--- src/rtl/argmax_unit.sv ---
// argmax_unit: scans NUM_CLASS signed scores from a registered-read score
// buffer and reports the index and value of the largest one.
//
// Handshake: start_i is a level sampled only in IDLE; score_data_i is taken
// one cycle after each cycle with score_en_o=1; valid_o is a single-cycle
// pulse with class_o/max_o already holding the new result.
//
// Pipeline: address issue -> memory return (rd_vld_q) -> compare register
// (cmp_vld_q). Registering the returned score before the comparator keeps the
// memory clock-to-out off the compare path. DRAIN therefore holds until the
// last index has left the compare register.
module argmax_unit #(
    parameter int NUM_CLASS = 10,
    parameter int DATA_W    = 16
) (
    input  logic                     clk_i,
    input  logic                     rst_i,
    input  logic                     start_i,
    output logic [3:0]               score_addr_o,
    output logic                     score_en_o,
    input  logic signed [DATA_W-1:0] score_data_i,
    output logic [3:0]               class_o,
    output logic signed [DATA_W-1:0] max_o,
    output logic                     valid_o,
    output logic                     busy_o,
    output logic [13:0]              img_cnt_o,
    output logic [1:0]               state_o
);

    typedef enum logic [1:0] {
        S_IDLE  = 2'd0,
        S_READ  = 2'd1,
        S_DRAIN = 2'd2,
        S_DONE  = 2'd3
    } state_t;

    localparam logic [3:0] LAST_IDX = 4'(NUM_CLASS - 1);

    state_t                     state_q, state_d;
    logic [3:0]                 addr_q;
    logic                       rd_vld_q;
    logic [3:0]                 rd_idx_q;
    logic                       cmp_vld_q;
    logic [3:0]                 cmp_idx_q;
    logic signed [DATA_W-1:0]   cmp_data_q;
    logic signed [DATA_W-1:0]   run_max_q, run_max_d;
    logic [3:0]                 run_idx_q, run_idx_d;
    logic [3:0]                 class_q;
    logic signed [DATA_W-1:0]   max_q;
    logic [13:0]                img_cnt_q;
    logic                       last_cmp;
    logic                       enter_done;

    assign last_cmp   = cmp_vld_q && (cmp_idx_q == LAST_IDX);
    assign enter_done = (state_q == S_DRAIN) && last_cmp;

    // State register.
    always_ff @(posedge clk_i or posedge rst_i) begin
        if (rst_i) state_q <= S_IDLE;
        else       state_q <= state_d;
    end

    // Next-state logic and state-decoded outputs.
    always_comb begin
        state_d      = state_q;
        score_en_o   = 1'b0;
        score_addr_o = addr_q;
        valid_o      = 1'b0;
        busy_o       = (state_q != S_IDLE);
        state_o      = state_q;
        unique case (state_q)
            S_IDLE:  if (start_i) state_d = S_READ;
            S_READ: begin
                score_en_o = 1'b1;
                if (addr_q == LAST_IDX) state_d = S_DRAIN;
            end
            S_DRAIN: if (last_cmp) state_d = S_DONE;
            S_DONE: begin
                valid_o = 1'b1;
                state_d = S_IDLE;
            end
            default: state_d = S_IDLE;
        endcase
    end

    // Read address counter: steps once per READ cycle, parked at 0 otherwise.
    always_ff @(posedge clk_i or posedge rst_i) begin
        if (rst_i)                                       addr_q <= '0;
        else if (state_q == S_READ && addr_q != LAST_IDX) addr_q <= addr_q + 4'd1;
        else                                             addr_q <= '0;
    end

    // Delayed-enable flags and compare register following the memory latency.
    always_ff @(posedge clk_i or posedge rst_i) begin
        if (rst_i) begin
            rd_vld_q   <= 1'b0;
            rd_idx_q   <= '0;
            cmp_vld_q  <= 1'b0;
            cmp_idx_q  <= '0;
            cmp_data_q <= '0;
        end else begin
            rd_vld_q   <= score_en_o;
            rd_idx_q   <= addr_q;
            cmp_vld_q  <= rd_vld_q;
            cmp_idx_q  <= rd_idx_q;
            cmp_data_q <= score_data_i;
        end
    end

    // Running max: index 0 loads unconditionally, later scores only if strictly greater.
    always_comb begin
        run_max_d = run_max_q;
        run_idx_d = run_idx_q;
        if (cmp_vld_q && ((cmp_idx_q == 4'd0) || (cmp_data_q > run_max_q))) begin
            run_max_d = cmp_data_q;
            run_idx_d = cmp_idx_q;
        end
    end

    // Running max/index registers.
    always_ff @(posedge clk_i or posedge rst_i) begin
        if (rst_i) begin
            run_max_q <= '0;
            run_idx_q <= '0;
        end else begin
            run_max_q <= run_max_d;
            run_idx_q <= run_idx_d;
        end
    end

    // Published result and image counter change only on entry to DONE.
    always_ff @(posedge clk_i or posedge rst_i) begin
        if (rst_i) begin
            class_q   <= '0;
            max_q     <= '0;
            img_cnt_q <= '0;
        end else if (enter_done) begin
            class_q   <= run_idx_d;
            max_q     <= run_max_d;
            img_cnt_q <= img_cnt_q + 14'd1;
        end
    end

    assign class_o   = class_q;
    assign max_o     = max_q;
    assign img_cnt_o = img_cnt_q;

endmodule
--- config.mk ---
export PLATFORM = sky130hd
export DESIGN_NAME = argmax_unit
export DESIGN_NICKNAME = d
export VERILOG_FILES = /design/src/rtl/argmax_unit.sv
export SDC_FILE = /design/constraint.sdc
export NUM_CORES = 1
export LEC_CHECK = 0
export ABC_AREA = 1
export BUFFER_PORTS_ARGS = -buffer_cell sky130_fd_sc_hd__buf_2
export CORE_UTILIZATION = 40
export DETAILED_ROUTE_END_ITERATION = 10
export GPL_TIMING_DRIVEN = 1
export MAX_ROUTING_LAYER = met4
export PLACE_DENSITY_LB_ADDON = 0.2
export SLEW_MARGIN = 20
export SYNTH_ARGS = -nofsm -noshare
export SYNTH_HDL_FRONTEND = slang
export SYNTH_SLANG_ARGS = --single-unit
export TNS_END_PERCENT = 20
--- constraint.sdc ---
create_clock -name clk_i -period 2.8 [get_ports clk_i]
set_input_delay 0 -clock clk_i [delete_from_list [all_inputs] [get_ports clk_i]]
set_output_delay 0 -clock clk_i [all_outputs]
set_load 0.02 [all_outputs]
==> results of run 1 <==
-- what timing repair did --
action	in CTS	in global routing
endpoints found under the setup margin	0	0
endpoints found under the hold margin	55	0
gates resized for setup	0	0
setup buffers	0	0
hold buffers	17	0
-- synth_stat cells --
library cell,count
nand2_2,1
nand4_1,6
nor3_1,1
a21oi_1,8
and2_1,20
dfrtp_1,86
a21o_1,1
xnor2_1,7
buf_1,2
xor2_1,7
nor2_8,1
nand4_4,1
clkbuf_1,4
o31ai_1,1
nor4_4,1
nand2_1,91
nor2_2,2
ha_1,24
o21ai_0,2
inv_2,1
nand3_1,47
inv_1,61
buf_2,4
nand3_2,2
nor2_1,13
nor2_4,1
-- layer usage --
layer	up-vias	global-route usage (%)	routed length (um)
met5	-	-	0
met4	0	4.75	86
met3	7	4.08	209
met2	40	26.8	3390
met1	1301	21.7	3510
li1	1393	-	-
-- area by class of cell --
type | count | area (um2)
Inverter | 62 | 234
Multi-Input combinational cell | 237 | 1390
Clock inverter | 5 | 58.8
Clock buffer | 10 | 138
Tap cell | 129 | 161
Sequential cell | 86 | 2150
Timing Repair Buffer | 83 | 526
Fill cell | 899 | 4580
-- worst paths after layout --
path                                          start                         to  slack, ns  cells after the start
hold reg to reg               rd_idx_q[0]$_DFF_PP0_     cmp_idx_q[0]$_DFF_PP0_       0.35                      0
max in group asynchronous                     rst_i     run_max_q[0]$_DFF_PP0_       1.85                      4
min in group asynchronous                     rst_i  img_cnt_o[11]$_DFFE_PP0P_       0.27                      3
hold / removal                              start_i     state_o[1]$_DFFE_PP0P_       0.07                      4
setup / recovery           cmp_data_q[11]$_DFF_PP0_     run_max_q[9]$_DFF_PP0_       0.59                     13
setup reg to reg           cmp_data_q[11]$_DFF_PP0_     run_max_q[9]$_DFF_PP0_       0.59                     13
-- power breakdown --
group	internal, mW	switching, mW
combinational	0.471	0.747
sequential	1.46	0.103
clock	0.434	0.434
-- registers in the layout, summed over array words and instances (netlist names), 2 cells and up --
| register | flops |
|---|---|
| cmp_data_q | 16 |
| max_o | 16 |
| run_max_q | 16 |
| img_cnt_o | 14 |
| class_o | 4 |
| cmp_idx_q | 4 |
| rd_idx_q | 4 |
| run_idx_q | 4 |
| score_addr_o | 4 |
| state_o | 2 |
-- cell families after synthesis --
family          after synthesis
compound gates               12
xor+xnor                     14
fa+ha+maj                    24
buf+inv                      72
flops                        86
simple gates                187
-- tightest hold or removal path, cell delays in order --
cell	delay, ns
buf_2	0.07
o21ai_0	0.14
nor2_1	0.12
a21oi_1	0.05
==> flow_summary.yaml, run 1 <==
status:
  status: "finished, final reports clean"
clock_tree:
  cts_inserted_buffers: 9
  cts_root_buf: "clkbuf_8"
  cts_tree: "yes"
  h-tree-depth: 3
  clk_pin_slew_ns: 0.08
  clk_path_buf_depth: 2
  worstSkewPairLatency_ns: 0.34
  cts.sinks: 86
yosys:
  synth_seq_cells: 86
  synth_top_family_by_area: "simple AND/OR/NAND/NOR gates"
  synthXorXnorAreaFrac_pct: 3.21
  synth_top_area_share_pct: 56.3
  synth_compound_area_share_pct: 1.70
  synth_area_leaders: "dfrtp_1 (56%), nand2_1 (8.9%), ha_1 (7.9%)"
  syn_avg_cell_area_um2: 9.67
  synthesis.area_um2: 3820
  postSynthCellCount: 395
  syn_nets: 438
  synth_fa_ha_area_share_pct: 7.86
  synth_mux_area_share_pct: 0
  synth.distinct_cells: 26
  synth-seq-area-share_pct: 56.3
  ys_warn_count: 0
  synth_simple_gate_area_share_pct: 23.7
  yosysTopAreaCell: "dfrtp_1"
cells_and_area:
  fin_util_pct: 50.5
  finalNonFillerCells: 612
  final_nets: 522
  antenna_cells: 0
  final_area_um2: 4660
  syn_to_final_growth_pct: 22.0
  final_cell_mix: "nand2_1 (91), dfrtp_1 (86), buf_2 (61)"
  final_common_cell: "nand2_1"
  drive_gt1_share_pct: 19.0
place:
  dp_cells: 580
  dp_hpwl_mm: 4.91
  globalplace.congestion: 0.766
  post_dp_cell_area_um2: 4300
  port_buffers: 61
  place_ws_ns: 0.599
worst_setup_path:
  start_kind: "register"
  worstPathArrival_ns: 2.44
  slowest_stage: "dfrtp_1"
  cpPeakStageDelay_ns: 0.39
  path_class: "reg -> reg"
  worstSetupEndpointType: "register"
  cp_num_buf_inv: 1
  cp_data_required_time_ns: 3.03
  critPathMostFrequentCell: "nand2_1"
  crit_family: "simple AND/OR/NAND/NOR gates"
  cp_max_fo: 12
  worstPathCellList: "ha_1 -> a21oi_1 -> nand2_1 -> nand2_1 -> nand2_1 -> nor2_1 -> nand3_1 -> nand3_1 -> nand2_1 -> nand2_1 -> buf_4 -> nand2_1 -> and2_1"
grt:
  grt_max_degree: 48
  grt_antenna_before_repair: 0
  grt_pass1_vias: 2753
  grt_pass1_wl_mm: 12.8
  gr-total-overflow: 0
  grt_use_total_pct: 16.9
pwr:
  vdd_ir_drop_max_v: 0.000386
  power.density_nw_per_um2: 783
  p_leak_nw: 2.62
  totalPowerFinal_mw: 3.65
flow_run:
  maxCapViolations: 0
sta:
  post-route-min-period_ns: 2.21
  clock_skew_ns: 0.00966
  tightest_slew_ns: 0.685
  drv_slew: 0
  setup_viol: 0
  finalSetupTns_ns: 0
  rsz0062_at_grt: "no"
  worst_slack_ns: 0.591
  max_slew_margin_pct: 54.3
  hold_viol: 0
  max_freq_ghz: 0.453
  min_period_over_period_pct: 78.9
  whs_ns: 0.0663
detailed_routing:
  ant_nets: 0
  routed_wl_mm: 7.20
  wl_per_cell_um: 11.8
  dr.pass1.iters: 4
  vias: 2741
  via_per_inst: 4.48
  route.detailed.drc: 0
  drt-initial-drc-count: 118
floorplan:
  die_area_um2: 9950
  io_pins: 62
  fp.dieW_um: 99.7
  rows: 35
  core_area_um2: 9240
  die_h_um: 99.7
  initial_core_util_pct: 41.4
hold_path:
  hold_path_class: "in -> reg"
(Power assumes the default switching activity.)
==> run 2: changes to the inputs <==
ABC_AREA = 0   (was 1)
clock period = 2.2 ns   (was 2.8 ns; I/O delays follow)
==> run 2 against run 1 <==
The flow now finishes with violations (negative setup slack); combinational power increased by 150%; setup slack got worse by 0.91 ns; critical path depth decreased by 4; fmax decreased by 12%; die area increased by 5.6%; flip-flop and latch count unchanged; clock skew increased by 0.0017 ns; synthesized cell count decreased by 11%; critical path type unchanged; highest routed layer unchanged.
==> flow_summary.yaml, run 2 <==
status:
  status: "finished with violations"
  violations: "negative setup slack"
grt:
  grt_pass1_wl_mm: 14.5
  grt_max_degree: 37
  grt_use_total_pct: 18.5
  grt_pass1_vias: 3013
  gr-total-overflow: 0
  grt_antenna_before_repair: 0
place:
  globalplace.congestion: 0.753
  port_buffers: 61
  dp_hpwl_mm: 5.83
  place_ws_ns: -0.346
cells_and_area:
  fillers: 880
  drive_gt1_share_pct: 37.7
  final_common_cell: "dfrtp_1"
  antenna_cells: 0
  final_nets: 524
  syn_to_final_growth_pct: 36.5
  final_cell_mix: "dfrtp_1 (85), buf_2 (61), buf_4 (54)"
worst_setup_path:
  worstPathArrival_ns: 2.76
  start_kind: "register"
  cp_num_buf_inv: 2
  reg2reg_from: "run_max_q[7]$_DFF_PP0_"
  cp-startpoint: "run_max_q[7]$_DFF_PP0_"
  slowest_stage: "or4_4"
  path_class: "reg -> reg"
  reg2reg_slack_ns: -0.32
  cp_max_fo: 8
  worstPathCellList: "inv_1 -> ha_1 -> nand4_1 -> or4_4 -> o211a_4 -> a21oi_4 -> o22a_4 -> buf_6 -> mux2_4"
  cp_data_required_time_ns: 2.44
  crit_family: "simple AND/OR/NAND/NOR gates"
  cpPeakStageDelay_ns: 0.54
  worstSetupEndpointType: "register"
yosys:
  ys_warn_count: 0
  synth_edf_count: 0
  syn_nets: 393
  synth_seq_cells: 86
  synth-seq-area-share_pct: 53.3
  async_flop_share_pct: 100
  synth_commonest_cells: "dfrtp_1 (86), nand2_1 (31), inv_1 (25)"
  synth_area_leaders: "dfrtp_1 (53%), ha_1 (7.4%), mux2_4 (5.9%)"
  yosysTopAreaCell: "dfrtp_1"
  synthesis.area_um2: 4040
  postSynthCellCount: 350
  synth.distinct_cells: 36
  synth_top_area_share_pct: 53.3
  synth.most_common_cell: "dfrtp_1"
  syn_avg_cell_area_um2: 11.5
  synth_flop_cell: "dfrtp_1"
sta:
  min_period_over_period_pct: 115
  finalSetupTns_ns: -10.85
  max_slew_margin_pct: 55.6
  post-route-min-period_ns: 2.52
  drv_slew: 0
  setup_viol: 40
  tightest_slew_ns: 0.666
  rsz0062_at_grt: "yes"
  clock_skew_ns: 0.0114
  hold_viol: 0
  max_freq_ghz: 0.397
  worst_slack_ns: -0.320
detailed_routing:
  dr.pass1.iters: 6
  routed_wl_mm: 9.07
  drt-initial-drc-count: 85
  via_per_inst: 4.98
  wl_per_cell_um: 14.6
  ant_nets: 0
  route.detailed.drc: 0
  vias: 3085
clock_tree:
  cts.sinks: 86
  cts_root_buf: "clkbuf_8"
  cts_inserted_buffers: 9
  clk_path_buf_depth: 2
  h-tree-depth: 3
  cts_tree: "yes"
  clk_pin_slew_ns: 0.09
  worstSkewPairLatency_ns: 0.35
floorplan:
  core_area_um2: 9770
  initial_core_util_pct: 41.3
  fp.dieW_um: 103
  die_h_um: 103
  io_pins: 62
  die_area_um2: 10500
  rows: 36
pwr:
  vdd_ir_drop_max_v: 0.000502
  pwr-share-clk_pct: 18.5
  combPwrFrac_pct: 48.7
  p_leak_nw: 2.76
  p_int_mw: 4.03
  power_switching_mw: 2.12
  p_seq_share_pct: 32.9
  swShare_pct: 34.5
  power.density_nw_per_um2: 1120
hold_path:
  hold_path_class: "in -> reg"
  min_from: "start_i"
flow_run:
  maxCapViolations: 0
## run 2: changes by cell type after synthesis, moves of 3 or more
| cell | delta |
|---|---|
| mux2_2 | +5 |
| mux2_4 | +16 |
| or3_1 | +16 |
| nand3_1 | -25 |
| o2111ai_1 | +16 |
| nand2_1 | -60 |
| and2_1 | -18 |
| inv_1 | -36 |
| buf_6 | +3 |
| clkbuf_1 | +10 |
| a2bb2oi_1 | +16 |
| xor2_1 | -6 |
| xnor2_1 | +7 |
## run 2: worst reg2reg max path, stage by stage, from the launching register on
cell and delay, ns:
dfrtp_1 0.37, inv_1 0.06, ha_1 0.31, nand4_1 0.19, or4_4 0.54, o211a_4 0.16
a21oi_4 0.14, o22a_4 0.20, buf_6 0.15, mux2_4 0.30
## run 2: final cells by class
type                            instances  area [um2]  share of cell area (%)
Tap cell                              133         166                    3.02
Timing Repair Buffer                  139        1020                    18.5
Sequential cell                        86        2150                    39.0
Inverter                               25        95.1                    1.72
Clock buffer                            9         124                    2.25
Clock inverter                          7        80.1                    1.45
Multi-Input combinational cell        220        1870                    34.0
## run 2: routing by layer
layer | up-vias | part of all wire, % | GRT usage (%)
li1 | 1516 | - | -
met1 | 1501 | 47 | 24.0
met2 | 62 | 49 | 29.7
met3 | 6 | 3.1 | 3.46
met4 | 0 | 0.82 | 5.27
met5 | - | 0 | -
## run 2: stage by stage
stage               utilization (%)  hold slack [ns]  area, um2  total power, mW  cells
floorplan                         -           0.0314       4090             3.72    350
global placement               49.9            0.108       4880             4.41    578
detailed placement             49.9            0.109       4880             4.48    578
CTS                            54.6           0.0222       5340             5.77    612
global route                   56.4           0.0772       5520             6.57    619
finish                         56.4           0.0360       5520             6.16    619
## run 2: timing repair
action                     in CTS  in global routing
buffers inserted                1                  5
resized for setup               9                 18
cloned                          0                  2
hold buffers                   17                  0
hold endpoints to repair       50                  0
setup endpoints to repair      40                 40
pin swaps                       7                  9
## run 2: kinds of logic (layout without fill, tap and decap cells)
kind of cell | count (synthesis) | after routing | share of synthesized area, %
xor gates and xnor gates | 15 | 15 | 3.25
AOI/OAI and AO/OA | 54 | 54 | 11.0
and+or+nand+nor | 106 | 106 | 13.1
buffers and inverters | 44 | 180 | 4.71
adders and majority gates | 24 | 24 | 7.43
DFF | 86 | 86 | 53.3
muxes | 21 | 21 | 7.34
## run 2: power by group through the flow
| stage | Sequential, mW | Clock, mW | Combinational, mW |
|---|---|---|---|
| finish | 2.02 | 1.14 | 3.00 |
| global route | 2.06 | 1.25 | 3.26 |
| CTS | 2.02 | 1.17 | 2.57 |
| detailed placement | 2.05 | 0 | 2.43 |
| floorplan | 2.08 | 0 | 1.64 |
| global placement | 2.04 | 0 | 2.37 |
## run 2: path summary, 6_finish.rpt
path,cells after the start,end
min in group asynchronous,3,state_o[1]$_DFFE_PP0P_
max in group asynchronous,4,img_cnt_o[10]$_DFFE_PP0P_
setup / recovery,9,run_idx_q[3]$_DFF_PP0_
hold / removal,4,state_o[0]$_DFFE_PP0P_
hold reg to reg,0,cmp_idx_q[0]$_DFF_PP0_
setup reg to reg,9,run_idx_q[3]$_DFF_PP0_
==> run 3: changes to the inputs <==
ABC_AREA = 1   (was 0)
SLEW_MARGIN = default   (was 20)
==> run 3 against run 2 <==
Core utilization fell by 5.3 points; critical path type unchanged; clock skew shrank 0.00070 ns; via count is 9.4% lower; the flow now finishes without violations; largest cell class unchanged; clock power decreased by 13%; worst hold slack improved by 0.019 ns; sequential power about the same; non-clock buffer count down 50.
==> flow_summary.yaml, run 3 (synthesized netlist as in run 1, its figures left out) <==
floorplan:
  io_pins: 62
  die_h_um: 99.7
  rows: 35
  initial_core_util_pct: 41.4
  die_area_um2: 9950
  fp.dieW_um: 99.7
  core_area_um2: 9240
sta:
  clock_skew_ns: 0.0107
  hold_viol: 0
  max_freq_ghz: 0.491
  setup_viol: 0
  min_period_over_period_pct: 92.5
  max_slew_margin_pct: 69.2
  finalSetupTns_ns: 0
  rsz0062_at_grt: "yes"
  whs_ns: 0.0554
  post-route-min-period_ns: 2.04
  worst_slack_ns: 0.164
  drv_slew: 0
  tightest_slew_ns: 0.462
place:
  post_dp_cell_area_um2: 4330
  port_buffers: 61
  dp_cells: 584
  globalplace.congestion: 0.782
  place_ws_ns: 0.179
  dp_hpwl_mm: 4.96
pwr:
  vdd_ir_drop_max_v: 0.000373
  power_switching_mw: 1.71
  p_leak_nw: 2.64
  power.density_nw_per_um2: 990
  combPwrFrac_pct: 36.3
  pwr-share-clk_pct: 21.1
  p_int_mw: 2.97
  p_seq_share_pct: 42.6
  swShare_pct: 36.6
  totalPowerFinal_mw: 4.68
grt:
  grt_pass1_vias: 2750
  grt_pass1_wl_mm: 12.7
  grt_max_degree: 87
  grt_antenna_before_repair: 0
  grt_use_total_pct: 17.0
  gr-total-overflow: 0
worst_setup_path:
  critPathMostFrequentCell: "nand2_1"
  slowest_stage: "dfrtp_1"
  start_kind: "register"
  worstSetupEndpointType: "register"
  worstPathCellList: "inv_1 -> ha_1 -> a21o_1 -> nor2_1 -> nand2_1 -> nand2_1 -> nand2_1 -> nand2_1 -> nand3_1 -> nand2_2 -> buf_4 -> nand3_1 -> and2_1"
  cpPeakStageDelay_ns: 0.34
  worstPathArrival_ns: 2.28
  cp_max_fo: 6
  cp_data_required_time_ns: 2.45
  path_class: "reg -> reg"
cells_and_area:
  fin_util_pct: 51.2
  finalNonFillerCells: 619
  multi_input_area_um2: 1420
  antenna_cells: 0
  fillers: 901
  syn_to_final_growth_pct: 23.7
  final_cell_mix: "nand2_1 (89), dfrtp_1 (86), buf_2 (61)"
  seq_area_um2: 2150
  final_area_um2: 4730
  final_common_cell: "nand2_1"
  final_nets: 528
  drive_gt1_share_pct: 21.0
detailed_routing:
  wl_per_cell_um: 11.8
  via_per_inst: 4.52
  dr.pass1.iters: 4
  ant_nets: 0
  vias: 2795
  routed_wl_mm: 7.31
  drt-initial-drc-count: 60
  route.detailed.drc: 0
clock_tree:
  clk_pin_slew_ns: 0.09
  cts_root_buf: "clkbuf_8"
  cts.sinks: 86
  postCtsSetupBuffers: 0
  cts_inserted_buffers: 9
  clk_path_buf_depth: 2
  h-tree-depth: 3
  cts_tree: "yes"
  worstSkewPairLatency_ns: 0.35
status:
  status: "finished, final reports clean"
flow_run:
  maxCapViolations: 0
hold_path:
  hold_path_class: "in -> reg"
-- run 3: metal layers --
metal	wire (um)	GRT usage [%]	vias up
li1	-	-	1409
met1	3540	21.8	1319
met2	3350	25.8	50
met3	289	4.15	17
met4	131	7.01	0
met5	0	-	-
-- run 3: worst paths after layout --
| kind | start | depth (start not counted) | to | slack, ns |
|---|---|---|---|---|
| max | run_max_q[7]$_DFF_PP0_ | 13 | run_max_q[12]$_DFF_PP0_ | 0.16 |
| min | start_i | 4 | state_o[1]$_DFFE_PP0P_ | 0.06 |
| max reg2reg | run_max_q[7]$_DFF_PP0_ | 13 | run_max_q[12]$_DFF_PP0_ | 0.16 |
| min reg2reg | rd_vld_q$_DFF_PP0_ | 0 | cmp_vld_q$_DFF_PP0_ | 0.36 |
| max in group asynchronous | rst_i | 4 | max_o[15]$_DFFE_PP0P_ | 1.53 |
| min in group asynchronous | rst_i | 4 | rd_idx_q[3]$_DFF_PP0_ | 0.30 |
-- run 3: layout make-up --
class                      count  area share, %
clock buffer                  10           2.70
sequential                    86           45.5
tap                          129           3.41
timing repair buffer          89           12.3
clock inverter                 6          0.953
multi-input combinational    237           30.1
inverter                      62           5.00
-- run 3: power by group through the flow --
stage / clock network [mW] / logic (mW) / registers, mW
final: 0.990 / 1.70 / 2.00
after global routing: 1.11 / 1.95 / 2.03
after CTS: 1.03 / 1.61 / 2.00
after detailed placement: 0 / 1.58 / 2.03
after global placement: 0 / 1.55 / 2.02
after floorplan: 0 / 1.15 / 2.04
-- run 3: repair_timing --
item	in CTS	in global routing
hold endpoints to repair	102	0
hold buffers	17	0
resized for setup	0	13
endpoints found under the setup margin	0	38
-- run 3: critical path: cells and delay by family, from the launching register on --
kind                     cells  cell delay (ns)
AO/OA/AOI/OAI                1             0.19
flip-flops                   1             0.34
adder cells (fa/ha/maj)      1             0.30
buffers and inverters        2             0.23
AND/OR/NAND/NOR              9             0.87
